--- src/rtl/dmem_arbiter.sv ---
// Round-robin arbiter sharing one word-wide data memory between two requesters; sub-word stores become read-modify-write.
// Latency: load/word store/error ack two cycles after request, sub-word store three; requests wait while busy.
module dmem_arbiter #(
   parameter int DEPTH_WORDS = 64
) (
   input  logic        clk,
   input  logic        rst,
   input  logic        req0,
   input  logic        req1,
   input  logic        we0,
   input  logic        we1,
   input  logic [1:0]  size0,
   input  logic [1:0]  size1,
   input  logic [31:0] addr0,
   input  logic [31:0] addr1,
   input  logic [31:0] wdata0,
   input  logic [31:0] wdata1,
   output logic        ack0,
   output logic        ack1,
   output logic        err0,
   output logic        err1,
   output logic [31:0] rdata0,
   output logic [31:0] rdata1,
   output logic        busy,
   output logic        mem_we,
   output logic [31:0] mem_a,
   output logic [31:0] mem_wd,
   input  logic [31:0] mem_rd
);

   typedef enum logic [1:0] {IDLE, ACCESS, MERGE_WR, DONE} state_t;

   localparam logic [29:0] DEPTH_W = 30'(DEPTH_WORDS);

   state_t      state_q, state_d;
   logic        last_grant_q, last_grant_d;
   logic        port_q, port_d;
   logic        we_q, we_d;
   logic [1:0]  size_q, size_d;
   logic [31:0] addr_q, addr_d;
   logic [31:0] wdata_q, wdata_d;
   logic [31:0] merged_q, merged_d;
   logic        err_q, err_d;
   logic [31:0] rdata0_q, rdata0_d;
   logic [31:0] rdata1_q, rdata1_d;

   logic        grant1;
   logic        acc_err;
   logic [4:0]  sh;
   logic [31:0] width_mask;
   logic [31:0] load_val;
   logic [31:0] lane_mask;
   logic [31:0] lane_data;
   logic [31:0] merge_val;

   // Little-endian lane selection: shift amount is the byte offset in bits.
   assign sh         = {addr_q[1:0], 3'b000};
   assign width_mask = (size_q == 2'b00) ? 32'h0000_00FF :
                       (size_q == 2'b01) ? 32'h0000_FFFF : 32'hFFFF_FFFF;
   assign load_val   = (mem_rd >> sh) & width_mask;
   assign lane_mask  = width_mask << sh;
   assign lane_data  = (wdata_q & width_mask) << sh;
   assign merge_val  = (mem_rd & ~lane_mask) | (lane_data & lane_mask);

   assign acc_err = (size_q == 2'b11)
                  | ((size_q == 2'b01) & addr_q[0])
                  | ((size_q == 2'b10) & (addr_q[1:0] != 2'b00))
                  | (addr_q[31:2] >= DEPTH_W);

   always_comb begin
      state_d      = state_q;
      last_grant_d = last_grant_q;
      port_d       = port_q;
      we_d         = we_q;
      size_d       = size_q;
      addr_d       = addr_q;
      wdata_d      = wdata_q;
      merged_d     = merged_q;
      err_d        = err_q;
      rdata0_d     = rdata0_q;
      rdata1_d     = rdata1_q;
      mem_we       = 1'b0;
      grant1       = req1 & (~req0 | ~last_grant_q);

      case (state_q)
         IDLE: begin
            if (req0 | req1) begin
               port_d       = grant1;
               last_grant_d = grant1;
               we_d         = grant1 ? we1    : we0;
               size_d       = grant1 ? size1  : size0;
               addr_d       = grant1 ? addr1  : addr0;
               wdata_d      = grant1 ? wdata1 : wdata0;
               state_d      = ACCESS;
            end
         end
         ACCESS: begin
            err_d   = acc_err;
            state_d = DONE;
            if (acc_err) begin
               if (port_q) rdata1_d = 32'h0; else rdata0_d = 32'h0;
            end else if (!we_q) begin
               if (port_q) rdata1_d = load_val; else rdata0_d = load_val;
            end else if (size_q == 2'b10) begin
               mem_we = 1'b1;
               if (port_q) rdata1_d = 32'h0; else rdata0_d = 32'h0;
            end else begin
               merged_d = merge_val;
               state_d  = MERGE_WR;
            end
         end
         MERGE_WR: begin
            mem_we  = 1'b1;
            state_d = DONE;
            if (port_q) rdata1_d = 32'h0; else rdata0_d = 32'h0;
         end
         DONE: begin
            state_d = IDLE;
         end
         default: state_d = IDLE;
      endcase
   end

   always_ff @(posedge clk or posedge rst) begin
      if (rst) begin
         state_q      <= IDLE;
         last_grant_q <= 1'b1;
         port_q       <= 1'b0;
         we_q         <= 1'b0;
         size_q       <= 2'b00;
         addr_q       <= 32'h0;
         wdata_q      <= 32'h0;
         merged_q     <= 32'h0;
         err_q        <= 1'b0;
         rdata0_q     <= 32'h0;
         rdata1_q     <= 32'h0;
      end else begin
         state_q      <= state_d;
         last_grant_q <= last_grant_d;
         port_q       <= port_d;
         we_q         <= we_d;
         size_q       <= size_d;
         addr_q       <= addr_d;
         wdata_q      <= wdata_d;
         merged_q     <= merged_d;
         err_q        <= err_d;
         rdata0_q     <= rdata0_d;
         rdata1_q     <= rdata1_d;
      end
   end

   assign mem_a  = {addr_q[31:2], 2'b00};
   assign mem_wd = (state_q == MERGE_WR) ? merged_q : wdata_q;
   assign ack0   = (state_q == DONE) & ~port_q;
   assign ack1   = (state_q == DONE) &  port_q;
   assign err0   = ack0 & err_q;
   assign err1   = ack1 & err_q;
   assign rdata0 = rdata0_q;
   assign rdata1 = rdata1_q;
   assign busy   = (state_q != IDLE);

endmodule
--- config.mk ---
export PLATFORM = sky130hd
export DESIGN_NAME = dmem_arbiter
export DESIGN_NICKNAME = d
export VERILOG_FILES = /design/src/rtl/dmem_arbiter.sv
export SDC_FILE = /design/constraint.sdc
export NUM_CORES = 1
export LEC_CHECK = 0
export ABC_CLOCK_PERIOD_IN_PS = 11050
export CAP_MARGIN = 20
export CORE_MARGIN = 4
export CORE_UTILIZATION = 50
export DETAILED_ROUTE_END_ITERATION = 16
export HOLD_SLACK_MARGIN = 0.06
export PLACE_DENSITY = 0.95
export SLEW_MARGIN = 10
export SYNTH_ARGS = -nofsm -noshare
export SYNTH_HDL_FRONTEND = slang
export SYNTH_SLANG_ARGS = --single-unit
--- constraint.sdc ---
create_clock -name clk -period 11.05 [get_ports clk]
set_clock_uncertainty 0.2 [all_clocks]
set_input_delay 3.315 -clock clk [delete_from_list [all_inputs] [get_ports clk]]
set_output_delay 3.315 -clock clk [all_outputs]
set_load 0.005 [all_outputs]
==> results.txt, run 1 <==
final wirelength - 30200 um
register clock-pin slew on the reported worst setup and hold paths - 0.07 ns
max-cap violations - 0
Max clock buf depth - 2
final hold vios - 0
Final WS setup - 4.68 ns
hold path endpoint - merged_q[14]
Pins Over Slew Limit - 0
Post-DRT Antenna Nets - 0
run status - complete, no violations
met2 WL - 14800 um
Worst path slowest cell - nor4_1
syn avg cell area - 10.6 um2
RR Startpoint - state_q[0]
max incr delay on CP - 0.58 ns
cells along the critical path - nor4_1, and4_1, nand2_1, nor3_1, o21a_1, clkdlybuf4s50_1
worst-path fanout max - 5
Final period util - 57.7%
initial core utilization - 51.4%
Core Area - 17500 um2
reg-to-reg endpoint - rdata0[17]
width of the die - 142 um
1st-iter DRT viols - 764
Net Sw Frac - 39.9%
worst slew pin tran - 0.930 ns
via count - 8023
fin crit period - 6.37 ns
clock latency on the worst-skew pair - 0.43 ns
Worst R2R Setup Slack - 8.05 ns
RSZ-0062 raised after global routing - no
initial antenna violation count - 1
PortBufs - 301
post-CTS sizing - 0
fin nets - 1254
Leak - 5.40 nW
setup violators final - 0
R2R cell count - 8
Filler Cell Count - 1235
Critical path buffers and inverters - 1
CTS Sinks - 168
post-synthesis cell count - 844
CTS buffer count - 17
WP data arrival - 2.86 ns
grt ovf - 0
Top Metal Used - met4
crit path launch type - flip-flop
hold_buf cts - 0
largest net degree at the start of global routing - 113
Post-synth EDFFs - 0
layout cells sized above 1 - 10.3%
VDD IR max - 0.170 mV
DPL Wire Length - 22100 um
# IOs - 304
count of different cell masters after synthesis - 48
fmax - 157 MHz
Max-slew headroom - 37.5%
Die Y - 142 um
Die ar. - 20200 um2
First-pass DRT Iterations - 7
Hold Path Stages - 1
routed length on met1 - 11000 um
Clk pwr share - 22.2%
Seq cells post-synth - 168
sequential power share - 32.0%
setup TNS - 0 ns
commonest cells after routing, fill and taps aside - clkdlybuf4s50_1 (301), dfrtp_1 (165), nand2_1 (88)
Yosys warning total - 0
delay-heaviest family, CP - simple AND/OR/NAND/NOR gates
met3 WL post-DR - 3070 um
Async SR Flop Fraction - 100%
kind of critical path - reg2out
WP data required - 7.54 ns
most common cell after layout, fill and taps aside - clkdlybuf4s50_1
sequential-to-total area share from yosys stat - 46.8%
min-delay src - merged_q[14]
Wirelength per Cell - 22.9 um
internal power - 1.72 mW
Remaining DRCs - 0
Hold WC Path Type - reg2reg
CTS tree - done
Post-CTS Setup Bufs - 0
Placement Setup Slack - 5.13 ns
Area growth syn-to-layout - 39.2%
site row count - 48
routed vias/inst - 6.08
global-route wire length before repair - 46200 um
Mapped Area - 8980 um2
Cell Pwr Density - 229 nW/um2
crit path capture type - output port
Logic pwr share - 45.7%
All-Layer GR Usage - 29.6%
total net switching power - 1.14 mW
predominant post-synthesis flop cell - dfrtp_1
vias in the first global route - 7966
gpl congestion - 0.906
Root Buffer - clkbuf_16
H-tree depth - 4
==> sequential cells by signal, summed over array words and instances (netlist names) <==
name          cells
addr_q           32
merged_q         32
rdata0           32
rdata1           32
wdata_q          32
size_q            2
state_q           2
err_q             1
last_grant_q      1
port_q            1
we_q              1
==> cell type report <==
cell class	instances	area (um2)	area share, %
clock buffers	18	439	3.51
inverters	15	61.3	0.490
flip-flops and latches	168	4210	33.6
clock inverters	14	184	1.47
diodes	1	2.50	0.0200
well taps	225	282	2.25
multi-input cells	565	4190	33.5
repair buffers	313	3140	25.1
==> metrics by stage <==
stage	instances	instance area, um2	hold WS (ns)	util [%]	total power, mW
5_1_grt	1319	12500	0.312	71.6	3.02
2_1_floorplan	845	8990	0.251	-	1.69
4_1_cts	1316	12400	0.292	71.2	2.85
6_report	1319	12500	0.291	71.6	2.87
3_5_place_dp	1284	11800	0.271	67.7	2.21
3_3_place_gp	1284	11800	0.263	67.7	2.17
==> power by group through the flow <==
stage,registers [mW],logic [mW],clock network (mW)
floorplan,0.841,0.848,0
global placement,0.908,1.26,0
detailed placement,0.918,1.29,0
CTS,0.907,1.30,0.643
global route,0.929,1.42,0.671
finish,0.918,1.31,0.637
==> cell families after synthesis <==
kind of cell,share of synthesized area (%)
fa+ha+maj,0.557
flops,46.8
buf+inv,6.88
simple gates,8.65
other cells,0.0417
mux,18.4
compound gates,18.7
==> cell usage after synthesis, types with 3 or more instances <==
cell	number	area, um2
a211oi_1	10	75.1
a21oi_1	20	100
a221o_1	8	80.1
a22o_1	57	499
a22oi_1	16	120
a31oi_1	9	56.3
and2_1	3	18.8
and3_1	3	18.8
and4_1	3	26.3
buf_2	20	100
buf_4	38	285
buf_6	4	45.0
clkbuf_1	34	128
dfrtp_1	167	4180
ha_1	4	50.1
inv_1	14	52.6
mux2_1	14	158
mux2_2	48	541
mux2_4	8	120
mux2i_1	83	831
nand2_1	88	330
nand2b_1	9	56.3
nand3_1	5	25.0
nand3b_1	9	67.6
nand4_1	3	18.8
nor2_1	16	60.1
nor2b_1	5	31.3
nor3_1	3	15.0
nor4_1	6	37.5
o21ai_0	86	430
o21ai_1	10	50.1
o221ai_1	8	70.1
o2bb2ai_1	16	140
==> worst register-to-register path, cell delays in order (launching register included) <==
cell and delay, ns:
dfrtp_1 0.43, inv_1 0.09, ha_1 0.20, buf_4 0.27, nor2_1 0.19, and2_1 0.24
nor3b_1 0.39, and3_1 0.65, a22o_1 0.27
==> worst max path at each step <==
stage / start / to / slack [ns] / cells past startpoint
global route: addr_q[29] / mem_we / 4.48 / 6
finish: addr_q[30] / mem_we / 4.68 / 6
detailed placement: req0 / wdata_q[6] / 5.13 / 4
global placement: addr_q[30] / mem_we / 5.16 / 6
CTS: addr_q[30] / mem_we / 4.61 / 6
floorplan: rst / addr_q[0] / 2.99 / 1
==> per-layer routing <==
| layer | GRT usage [%] | up-vias |
|---|---|---|
| met3 | 8.06 | 100 |
| met2 | 49.6 | 516 |
| met4 | 12.8 | 0 |
| met5 | 0 | - |
| met1 | 36.1 | 3857 |
| li1 | - | 3550 |
No activity file was read; power rests on OpenSTA's default activity.
==> run 2: changes to the inputs <==
--- a/config.mk
+++ b/config.mk
@@ -5,13 +5,13 @@
 export SDC_FILE = /design/constraint.sdc
 export NUM_CORES = 1
 export LEC_CHECK = 0
-export ABC_CLOCK_PERIOD_IN_PS = 11050
+export ABC_CLOCK_PERIOD_IN_PS = 6650
 export CAP_MARGIN = 20
 export CORE_MARGIN = 4
-export CORE_UTILIZATION = 50
+export CORE_UTILIZATION = 46
 export DETAILED_ROUTE_END_ITERATION = 16
 export HOLD_SLACK_MARGIN = 0.06
-export PLACE_DENSITY = 0.95
+export PLACE_DENSITY = 0.91
 export SLEW_MARGIN = 10
 export SYNTH_ARGS = -nofsm -noshare
 export SYNTH_HDL_FRONTEND = slang
==> constraint.sdc (replaced) <==
create_clock -name clk -period 6.65 [get_ports clk]
set_clock_uncertainty 0.2 [all_clocks]
set_input_delay 1.995 -clock clk [delete_from_list [all_inputs] [get_ports clk]]
set_output_delay 1.995 -clock clk [all_outputs]
set_load 0.005 [all_outputs]
==> run 2 against run 1 <==
Effect of this change: flip-flop and latch count unchanged; total power is 64% higher; die area up 8.2%; critical path type unchanged; sequential share of layout area decreased by 0.091 points; register-to-register slack got worse by 4.3 ns; worst setup slack lost 3.1 ns; first-iteration DRC count is 23% lower; core utilization down 5.4 points; cell area rose by 0.27%; hold slack got worse by 0.0055 ns; wire length increased by 0.69%.
==> results.txt, run 2 (synthesis results as in run 1) <==
run status - complete, no violations
Worst R2R Setup Slack - 3.74 ns
Die ar. - 21800 um2
global-route wire length before repair - 46700 um
width of the die - 148 um
Post-DRT Antenna Nets - 0
cells along the critical path - inv_1, ha_1, buf_8, buf_4, mux2_2, clkdlybuf4s50_1
Die Y - 148 um
clock latency on the worst-skew pair - 0.43 ns
WP data arrival - 2.86 ns
H-tree depth - 4
fmax - 198 MHz
fin crit period - 5.06 ns
initial core utilization - 47.4%
Max-slew headroom - 34.7%
hold_buf cts - 0
Antenna diodes - 0
vias in the first global route - 8003
final wirelength - 30400 um
gpl congestion - 0.914
Area growth syn-to-layout - 39.6%
Worst path slowest cell - ha_1
site row count - 50
initial antenna violation count - 1
Pins Over Slew Limit - 0
First-pass DRT Iterations - 5
Wirelength per Cell - 22.5 um
max incr delay on CP - 0.56 ns
DPL Wire Length - 23000 um
Net Sw Frac - 39.6%
Cell Pwr Density - 375 nW/um2
Root Buffer - clkbuf_16
Final period util - 76.0%
CTS buffer count - 17
sequential power share - 32.8%
CTS tree - done
internal power - 2.84 mW
Filler Cell Count - 1431
met1 Usage GRT - 34.1%
multi-input logic area - 4190 um2
final hold vios - 0
total net switching power - 1.86 mW
busiest grt layer - met2
setup TNS - 0 ns
largest net degree at the start of global routing - 117
register clock-pin slew on the reported worst setup and hold paths - 0.07 ns
met3 GRT Util - 8.00%
PortBufs - 301
kind of critical path - reg2out
Critical path buffers and inverters - 4
layout cells sized above 1 - 10.4%
worst-path fanout max - 13
Logic pwr share - 46.1%
WP data required - 4.45 ns
Remaining DRCs - 0
grt ovf - 0
# IOs - 304
crit path capture type - output port
Leak - 5.38 nW
commonest cells after routing, fill and taps aside - clkdlybuf4s50_1 (301), dfrtp_1 (165), nand2_1 (88)
Tot Pwr - 4.70 mW
All-Layer GR Usage - 27.7%
VDD IR max - 0.211 mV
crit path launch type - flip-flop
fin nets - 1258
Core Area - 19000 um2
Clk pwr share - 21.1%
met2 Track Usage GR - 45.9%
setup violators final - 0
via count - 7922
delay-heaviest family, CP - buffers and inverters
most common cell after layout, fill and taps aside - clkdlybuf4s50_1
Max clock buf depth - 2
RSZ-0062 raised after global routing - no
Reg area - 4210 um2
1st-iter DRT viols - 592
Hold WC Path Type - reg2reg
post-CTS sizing - 0
worst slew pin tran - 0.977 ns
Post-CTS Setup Bufs - 0
max-cap violations - 0
CTS Sinks - 168
routed vias/inst - 5.84
## run 2: final timing paths
kind | cells after the start | startpoint | end
worst max-delay path | 6 | state_q[0] | mem_wd[10]
worst min-delay path | 2 | addr_q[7] | addr_q[7]
worst max register to register | 5 | addr_q[30] | merged_q[11]
worst min register to register | 2 | addr_q[7] | addr_q[7]
max in group asynchronous | 3 | rst | addr_q[1]
min in group asynchronous | 2 | rst | wdata_q[18]
## run 2: tightest hold or removal path: stages, from the launching register on
cell and delay (ns):
dfrtp_1 0.35, nand2_1 0.05, o21ai_0 0.06
## run 2: power groups by stage
stage	registers, mW	clock network, mW	logic, mW
finish	1.54	0.993	2.17
CTS	1.53	1.00	2.17
global route	1.56	1.05	2.37
detailed placement	1.54	0	2.16
floorplan	1.40	0	1.41
global placement	1.53	0	2.09
## run 2: metal layers
| layer | share of wire (%) | wire (um) |
|---|---|---|
| met1 | 38 | 11600 |
| met2 | 48 | 14700 |
| met3 | 10 | 3040 |
| met4 | 3.5 | 1060 |
| met5 | 0 | 0 |
## run 2: per-stage QoR
stage | utilization, % | cell area (um2) | setup slack [ns] | cells | hold WS (ns)
3_5_place_dp | 63.1 | 12000 | 2.02 | 1325 | 0.271
3_3_place_gp | 62.9 | 11900 | 1.76 | 1323 | 0.263
2_1_floorplan | - | 8990 | 2.32 | 845 | 0.251
6_report | 66.2 | 12500 | 1.59 | 1356 | 0.285
5_1_grt | 66.2 | 12500 | 1.44 | 1356 | 0.298
4_1_cts | 66.2 | 12500 | 1.55 | 1356 | 0.285
## run 2: layout make-up
class	count	area share, %
Tap cell	260	2.59
Inverter	15	0.479
Multi-Input combinational cell	565	33.4
Clock buffer	21	3.67
Timing Repair Buffer	317	25.3
Clock inverter	10	0.968
Sequential cell	168	33.6
==> run 3: changes to the inputs <==
--- a/config.mk
+++ b/config.mk
@@ -5,13 +5,13 @@
 export SDC_FILE = /design/constraint.sdc
 export NUM_CORES = 1
 export LEC_CHECK = 0
-export ABC_CLOCK_PERIOD_IN_PS = 6650
+export ABC_CLOCK_PERIOD_IN_PS = 4300
 export CAP_MARGIN = 20
 export CORE_MARGIN = 4
-export CORE_UTILIZATION = 46
+export CORE_UTILIZATION = 42
 export DETAILED_ROUTE_END_ITERATION = 16
 export HOLD_SLACK_MARGIN = 0.06
-export PLACE_DENSITY = 0.91
+export PLACE_DENSITY = 0.88
 export SLEW_MARGIN = 10
 export SYNTH_ARGS = -nofsm -noshare
 export SYNTH_HDL_FRONTEND = slang
==> constraint.sdc (replaced) <==
create_clock -name clk -period 4.3 [get_ports clk]
set_clock_uncertainty 0.2 [all_clocks]
set_input_delay 1.29 -clock clk [delete_from_list [all_inputs] [get_ports clk]]
set_output_delay 1.29 -clock clk [all_outputs]
set_load 0.005 [all_outputs]
==> run 3 against run 2 <==
Effect of this change: non-clock buffer count shrank 1; register-to-register slack worse by 2.4 ns; largest cell class unchanged; combinational power is 56% higher; die area increased by 9.0%; critical endpoint is now mem_we; sequential power is 52% higher; critical path type unchanged; total power increased by 55%; first-iteration DRC count down 19%; flip-flop and latch count is the same.
==> results.txt, run 3 (synthesis results as in run 1) <==
routed vias/inst - 5.67
initial core utilization - 42.7%
sequential power share - 32.1%
crit path capture type - output port
largest net degree at the start of global routing - 107
final wirelength - 30100 um
Worst path slowest cell - clkdlybuf4s50_1
max incr delay on CP - 0.53 ns
Remaining DRCs - 0
most common cell after layout, fill and taps aside - clkdlybuf4s50_1
fin crit period - 4.16 ns
Max clock buf depth - 2
cells along the critical path - nor4_1, and4_1, nand2_1, nor3_1, o21a_1, clkdlybuf4s50_1
Final period util - 96.7%
Max-slew headroom - 37.8%
Post-CTS Setup Bufs - 0
Hold WC Path Type - reg2reg
Leak - 5.39 nW
global-route wire length before repair - 45400 um
CTS buffer count - 17
Antenna diodes - 0
crit path launch type - flip-flop
worst-path fanout max - 5
Logic pwr share - 46.5%
Die Y - 154 um
hold_buf cts - 0
CTS Sinks - 168
run status - complete, no violations
DPL Wire Length - 22600 um
commonest cells after routing, fill and taps aside - clkdlybuf4s50_1 (301), dfrtp_1 (165), nand2_1 (88)
max-cap violations - 0
vias in the first global route - 7879
Die ar. - 23800 um2
Core Area - 21000 um2
Final WS setup - 0.141 ns
WP data arrival - 2.67 ns
layout cells sized above 1 - 10.6%
First-pass DRT Iterations - 5
total net switching power - 2.94 mW
Clk pwr share - 21.4%
dpl cells - 1339
gpl congestion - 0.899
Pins Over Slew Limit - 0
H-tree depth - 4
Net Sw Frac - 40.3%
internal power - 4.35 mW
Non-Filler Instances - 1371
grt ovf - 0
Root Buffer - clkbuf_16
post-CTS sizing - 0
width of the die - 154 um
register clock-pin slew on the reported worst setup and hold paths - 0.07 ns
# IOs - 304
kind of critical path - reg2out
1st-iter DRT viols - 480
Cell Pwr Density - 580 nW/um2
final hold vios - 0
Area growth syn-to-layout - 39.9%
setup TNS - 0 ns
WP data required - 2.81 ns
Post-DRT Antenna Nets - 0
site row count - 53
Critical path buffers and inverters - 1
delay-heaviest family, CP - simple AND/OR/NAND/NOR gates
VDD IR max - 0.376 mV
via count - 7776
CTS tree - done
Placement Setup Slack - 0.583 ns
PortBufs - 301
worst slew pin tran - 0.926 ns
initial antenna violation count - 1
RSZ-0062 raised after global routing - no
fin nets - 1257
All-Layer GR Usage - 24.4%
setup violators final - 0
fmax - 240 MHz
clock latency on the worst-skew pair - 0.43 ns
Wirelength per Cell - 22.0 um
==> run 3: cell count changes in the layout (fill, tap and decap cells not counted) <==
| cell | previous run | this run |
|---|---|---|
| buf_12 | 3 | 4 |
| buf_4 | 12 | 11 |
| buf_8 | 1 | 0 |
| bufinv_16 | 2 | 1 |
| clkbuf_1 | 2 | 0 |
| clkinv_4 | 2 | 4 |
| clkinvlp_4 | 5 | 2 |
| inv_6 | 1 | 3 |
| inv_8 | 0 | 3 |
==> run 3: metal layers <==
layer	track usage, %	vias to the layer above	part of all wire [%]
li1	-	3554	-
met1	31.2	3714	40
met2	39.8	438	47
met3	6.21	70	8.9
met4	9.97	0	3.2
met5	0	-	0
==> run 3: area by class of cell <==
cell class                 instances  area, um2
clock inverter                    13        138
tap                              275        344
multi-input combinational        565       4190
fill                            1715       8460
inverter                          15       60.1
sequential                       168       4210
clock buffer                      19        453
timing repair buffer             316       3180
==> run 3: worst paths after layout <==
path / slack (ns) / endpoint / from / cells after the start
worst min-delay path: 0.28 / addr_q[7] / addr_q[7] / 2
worst min register to register: 0.28 / addr_q[7] / addr_q[7] / 2
min in group asynchronous: 0.94 / wdata_q[1] / rst / 2
worst max register to register: 1.38 / rdata1[18] / state_q[0] / 8
max in group asynchronous: 2.25 / last_grant_q / rst / 3
worst max-delay path: 0.14 / mem_we / addr_q[12] / 6
==> run 3: worst reg2reg max path: stages, from the launching register on <==
cell and delay, ns:
dfrtp_1 0.44, inv_1 0.09, ha_1 0.20, buf_4 0.28, nor2_1 0.19, and2_1 0.25, nor3b_1 0.37, and3_1 0.62
a22o_1 0.22
==> run 3: stage by stage <==
| step | utilization [%] | total power [mW] | hold slack, ns | area (um2) |
|---|---|---|---|---|
| 3_3_place_gp | 57.0 | 5.63 | 0.264 | 12000 |
| 6_report | 59.8 | 7.29 | 0.280 | 12600 |
| 3_5_place_dp | 57.0 | 5.74 | 0.269 | 12000 |
| 2_1_floorplan | - | 4.34 | 0.251 | 8990 |
| 5_1_grt | 59.8 | 7.69 | 0.308 | 12600 |
| 4_1_cts | 59.8 | 7.30 | 0.286 | 12600 |
==> run 3: power by group through the flow <==
stage                     Combinational [mW]  Sequential [mW]  Clock, mW
after floorplan                         2.18             2.16          0
after global placement                  3.30             2.32          0
after detailed placement                3.38             2.35          0
after CTS                               3.40             2.32       1.57
after global routing                    3.67             2.38       1.63
final                                   3.39             2.34       1.56
